[src/rtl/uart_rx_core.sv]
// 8N1 UART receiver: 2-flop synchroniser, centre-sampling FSM, valid/ready byte port with framing/overrun pulses.
// Optional UART_RX_MAJORITY_EN: 3-sample majority vote around every sample point (decisions one cycle later).
module uart_rx_core #(
  parameter int SYS_CLK_FREQ = 125000000,
  parameter int BAUD_RATE    = 115200
) (
  input  logic       sysclk,
  input  logic       rst_n,
  input  logic       uart_rx,
  output logic [7:0] data_out,
  output logic       data_out_valid,
  input  logic       data_out_ready,
  output logic       frame_err,
  output logic       overrun
);

  localparam int BAUD_LENGTH_IN_CYCLES = SYS_CLK_FREQ / BAUD_RATE;
  localparam int HALF_BAUD             = BAUD_LENGTH_IN_CYCLES / 2;
  localparam int CNT_W                 = $clog2(BAUD_LENGTH_IN_CYCLES) + 1;
`ifdef UART_RX_MAJORITY_EN
  localparam int START_LAST = HALF_BAUD;
`else
  localparam int START_LAST = HALF_BAUD - 1;
`endif
  localparam logic [CNT_W-1:0] START_CNT = CNT_W'(START_LAST);
  localparam logic [CNT_W-1:0] BIT_CNT   = CNT_W'(BAUD_LENGTH_IN_CYCLES - 1);

  typedef enum logic [2:0] {IDLE, START, DATA, STOP, BREAK} state_t;

  state_t           state_q, state_d;
  logic [CNT_W-1:0] cnt_q, cnt_d;
  logic [2:0]       bit_idx_q, bit_idx_d;
  logic [7:0]       shift_q, shift_d;
  logic [7:0]       data_q, data_d;
  logic             valid_q, valid_d;
  logic             fe_q, fe_d;
  logic             ov_q, ov_d;
  logic             sync1_q, rx_s;
  logic             sample;
  logic             done;

`ifdef UART_RX_MAJORITY_EN
  // rx_s history: at decision cycle N+1, rx_d1_q holds cycle N and rx_d2_q cycle N-1
  logic rx_d1_q, rx_d2_q;
  assign sample = (rx_s & rx_d1_q) | (rx_s & rx_d2_q) | (rx_d1_q & rx_d2_q);
`else
  assign sample = rx_s;
`endif

  always_comb begin
    state_d   = state_q;
    cnt_d     = cnt_q + 1'b1;
    bit_idx_d = bit_idx_q;
    shift_d   = shift_q;
    data_d    = data_q;
    valid_d   = valid_q;
    fe_d      = 1'b0;
    ov_d      = 1'b0;
    done      = 1'b0;

    if (valid_q && data_out_ready) valid_d = 1'b0;

    case (state_q)
      IDLE: begin
        cnt_d = '0;
        if (!rx_s) state_d = START;
      end
      START: begin
        if (cnt_q == START_CNT) begin
          cnt_d     = '0;
          bit_idx_d = 3'd0;
          state_d   = sample ? IDLE : DATA;
        end
      end
      DATA: begin
        if (cnt_q == BIT_CNT) begin
          cnt_d   = '0;
          shift_d = {sample, shift_q[7:1]};
          if (bit_idx_q == 3'd7) state_d = STOP;
          else bit_idx_d = bit_idx_q + 3'd1;
        end
      end
      STOP: begin
        if (cnt_q == BIT_CNT) begin
          cnt_d = '0;
          if (sample) begin
            done    = 1'b1;
            state_d = IDLE;
          end else begin
            fe_d    = 1'b1;
            state_d = BREAK;
          end
        end
      end
      BREAK: begin
        cnt_d = '0;
        if (rx_s) state_d = IDLE;
      end
      default: state_d = IDLE;
    endcase

    // A pending byte being consumed this cycle frees the slot for the new one
    if (done) begin
      if (!valid_q || data_out_ready) begin
        data_d  = shift_q;
        valid_d = 1'b1;
      end else begin
        ov_d = 1'b1;
      end
    end
  end

  always_ff @(posedge sysclk or negedge rst_n) begin
    if (!rst_n) begin
      sync1_q   <= 1'b1;
      rx_s      <= 1'b1;
`ifdef UART_RX_MAJORITY_EN
      rx_d1_q   <= 1'b1;
      rx_d2_q   <= 1'b1;
`endif
      state_q   <= IDLE;
      cnt_q     <= '0;
      bit_idx_q <= 3'd0;
      shift_q   <= 8'h00;
      data_q    <= 8'h00;
      valid_q   <= 1'b0;
      fe_q      <= 1'b0;
      ov_q      <= 1'b0;
    end else begin
      sync1_q   <= uart_rx;
      rx_s      <= sync1_q;
`ifdef UART_RX_MAJORITY_EN
      rx_d1_q   <= rx_s;
      rx_d2_q   <= rx_d1_q;
`endif
      state_q   <= state_d;
      cnt_q     <= cnt_d;
      bit_idx_q <= bit_idx_d;
      shift_q   <= shift_d;
      data_q    <= data_d;
      valid_q   <= valid_d;
      fe_q      <= fe_d;
      ov_q      <= ov_d;
    end
  end

  assign data_out       = data_q;
  assign data_out_valid = valid_q;
  assign frame_err      = fe_q;
  assign overrun        = ov_q;

endmodule

[config.mk]
export PLATFORM = sky130hd
export DESIGN_NAME = uart_rx_core
export DESIGN_NICKNAME = d
export VERILOG_FILES = /design/src/rtl/uart_rx_core.sv
export SDC_FILE = /design/constraint.sdc
export NUM_CORES = 1
export LEC_CHECK = 0
export BUFFER_PORTS_ARGS = -buffer_cell sky130_fd_sc_hd__buf_4
export CAP_MARGIN = 20
export CORE_MARGIN = 5
export CORE_UTILIZATION = 60
export DETAILED_ROUTE_END_ITERATION = 10
export PLACE_DENSITY = 0.82
export SYNTH_ARGS = -nofsm -noshare
export SYNTH_HDL_FRONTEND = slang
export SYNTH_SLANG_ARGS = --single-unit
[constraint.sdc]
create_clock -name sysclk -period 4.2 [get_ports sysclk]
set_input_delay 1.05 -clock sysclk [delete_from_list [all_inputs] [get_ports sysclk]]
set_output_delay 1.05 -clock sysclk [all_outputs]
set_load 0.01 [all_outputs]
==> metrics.txt <==
mux cell area share after synthesis 0.115; Fmax achieved 476 MHz; initial DRC count 50; H-tree lvl count 2; # fillers 230; count leader, synth dfrtp_1; DR pass1 iterations 4; dpl hpwl 2330 um; std cell rows 20; clk_lat worst skew 0.35 ns; RSZ-0062 raised after global routing no; simple-gate share of the synthesized area 0.187; max-cap violation count 0; Port-buffer cells 14; Area Growth Syn to Fin 8.42%; endpoints failing setup 0; CTS Buf Count 5; Sink Count 39; Commonest cells post-synth dfrtp_1, nor2_1, mux2_2; Ports 15; initial antenna violation count 0; startpoint types flop; hold-fix buffer count after cts 0; Cells after Synth ~150; Post-Synth Adder-Cell Area 0.0339; Final Skew roughly 0.012 ns; Place WS ~2.1 ns; CTS-repair resized insts 0; main flop type after synthesis dfrtp_1; largest family of logic cells by synthesized area simple AND/OR/NAND/NOR gates; area of the multi-input gates between 700 and 800 um2; Die ar. roughly 4300 um2; final hold vios 0; synth warn 0; Post-CTS Setup Bufs 0; gr usage total 0.175; Fin Hold WS 0.365 ns; Max Transition Viols Final 0; Crit. End Element flop; crit path kind reg -> reg; Die X-Extent around 65 um; clock-pin slew on the worst setup and hold paths ~0.11 ns; Worst EP required ~4.5 ns; per-cell routed wire length about 16 um; DR vias/cell between 5 and 6; leakage approximately 0.94 nW; # nets final ~180; largest net degree at the start of global routing 40; Root Buffer clkbuf_4; Max clock buf depth 2; area leader, netlist dfrtp_1; Slew @ Worst Pin about 0.62 ns; CTS tree built; Final WS setup 2.10 ns; Worst VDD drop roughly 250 uV; via count about 1200; Die Ht between 60 and 70 um; Total Wirelength around 3200 um; HP Class reg -> reg; crit path max fanout 8; status finished clean; Yosys top cell area share 0.502; core area roughly 3000 um2; crit share post-route 0.500; crit path DAT between 2 and 2.5 ns; DP Cell Count 193; Post-synth EDFFs 0; vias in the first global route 1206; Ant. Diodes 0; Syn Area/Cell between 10 and 15 um2; post-layout min period around 2.1 ns; cell area power density around 290 nW/um2; Netlist Area Pre-Place 1840 um2; post-synthesis compound-gate area fraction 0.0536; global placer's final weighted congestion 0.898; register area between 900 and 1000 um2; register area share after synthesis 0.531; layout cells sized above 1 0.292; Synth Register Bits 39; final cell count without fillers between 200 and 250; Async SR Flop Fraction 1.00; synthesized net count 160; Routed Antenna Nets 0; TNS Setup 0 ns; count of different cell masters after synthesis just over 40; Max-slew headroom 0.580; first-pass GRT wire length between 5000 and 6000 um; Area contributors post-synth dfrtp_1, mux2_2, nor2_1; XOR/XNOR Fraction of Synth Area 0.0428; total gr overflow 0; initial core utilization 0.614; post-layout util 0.665; Residual DRC 0
[registers in the layout, indices dropped and copies added (netlist names)]
name            cells
bit_idx_q           3
cnt_q              12
data_out            8
data_out_valid      1
frame_err           1
overrun             1
rx_s                1
shift_q             8
state_q             3
sync1_q             1
[critical path, stage by stage (launching register included)]
cell     delay (ns)
dfrtp_1        0.47
or4_4          0.59
nor3_4         0.34
nand4_4        0.25
mux2_4         0.35
[final timing paths]
check / depth (start not counted) / slack (ns) / endpoint / start
worst max-delay path: 4 / 2.10 / data_out[4] / cnt_q[6]
worst min-delay path: 0 / 0.36 / rx_s / sync1_q
worst max register to register: 4 / 2.10 / data_out[4] / cnt_q[6]
worst min register to register: 0 / 0.36 / rx_s / sync1_q
max in group asynchronous: 1 / 3.20 / rx_s / rst_n
min in group asynchronous: 1 / 0.64 / bit_idx_q[2] / rst_n
[report_power, final]
part / internal (W) / total, W / switching [W] / leakage (nW)
logic: 0.00000207 / 0.00000920 / 0.00000712 / 0.385
registers: 0.000377 / 0.000378 / 0.00000134 / 0.523
clock network: 0.0000639 / 0.000189 / 0.000126 / 0.0272
[final cells by class]
cell class,count,area share
clock buffer,5,0.0188
clock inverter,3,0.0100
inverter,5,0.00939
multi-input combinational,102,0.399
sequential,39,0.490
tap,33,0.0207
timing repair buffer,14,0.0526
[per-layer routing]
metal / vias up / global-route usage / part of all wire
met3: 4 / 0.0615 / 0.033
met5: - / 0 / 0
met2: 24 / 0.277 / 0.51
li1: 572 / - / -
met4: 0 / 0.0596 / 0.011
met1: 588 / 0.224 / 0.45
[kinds of logic after synthesis]
group                      after synthesis
DFF                                     39
muxes                                   18
AOI/OAI and AO/OA                       13
and+or+nand+nor                         57
xor gates and xnor gates                 9
buffers and inverters                   10
adders and majority gates                5
[metrics by stage]
stage	cell area, um2	power, W
2_1_floorplan	1840	0.000386
3_3_place_gp	1940	0.000395
3_5_place_dp	1940	0.000395
4_1_cts	2000	0.000583
5_1_grt	2000	0.000603
6_report	2000	0.000577
[placed cells by master, fill, tap and decap left out, types with 2 or more instances in the layout]
master / netlist / routed
nor3b_1: 3 / 3
nand3_1: 8 / 8
inv_1: 5 / 5
mux2_4: 3 / 3
nand3_2: 2 / 2
dfstp_2: 2 / 2
o21ai_0: 2 / 2
nor2_1: 17 / 17
xnor2_1: 6 / 6
nand2b_1: 2 / 2
dfrtp_1: 37 / 37
nand4_1: 2 / 2
clkbuf_4: 0 / 5
a22o_1: 3 / 3
nand2_1: 5 / 5
nor3_1: 5 / 5
clkinvlp_4: 0 / 2
and3_2: 2 / 2
ha_1: 5 / 5
nor4_1: 2 / 2
buf_4: 0 / 14
mux2_2: 14 / 14
xor2_1: 3 / 3
No activity file was read; power rests on OpenSTA's default activity.
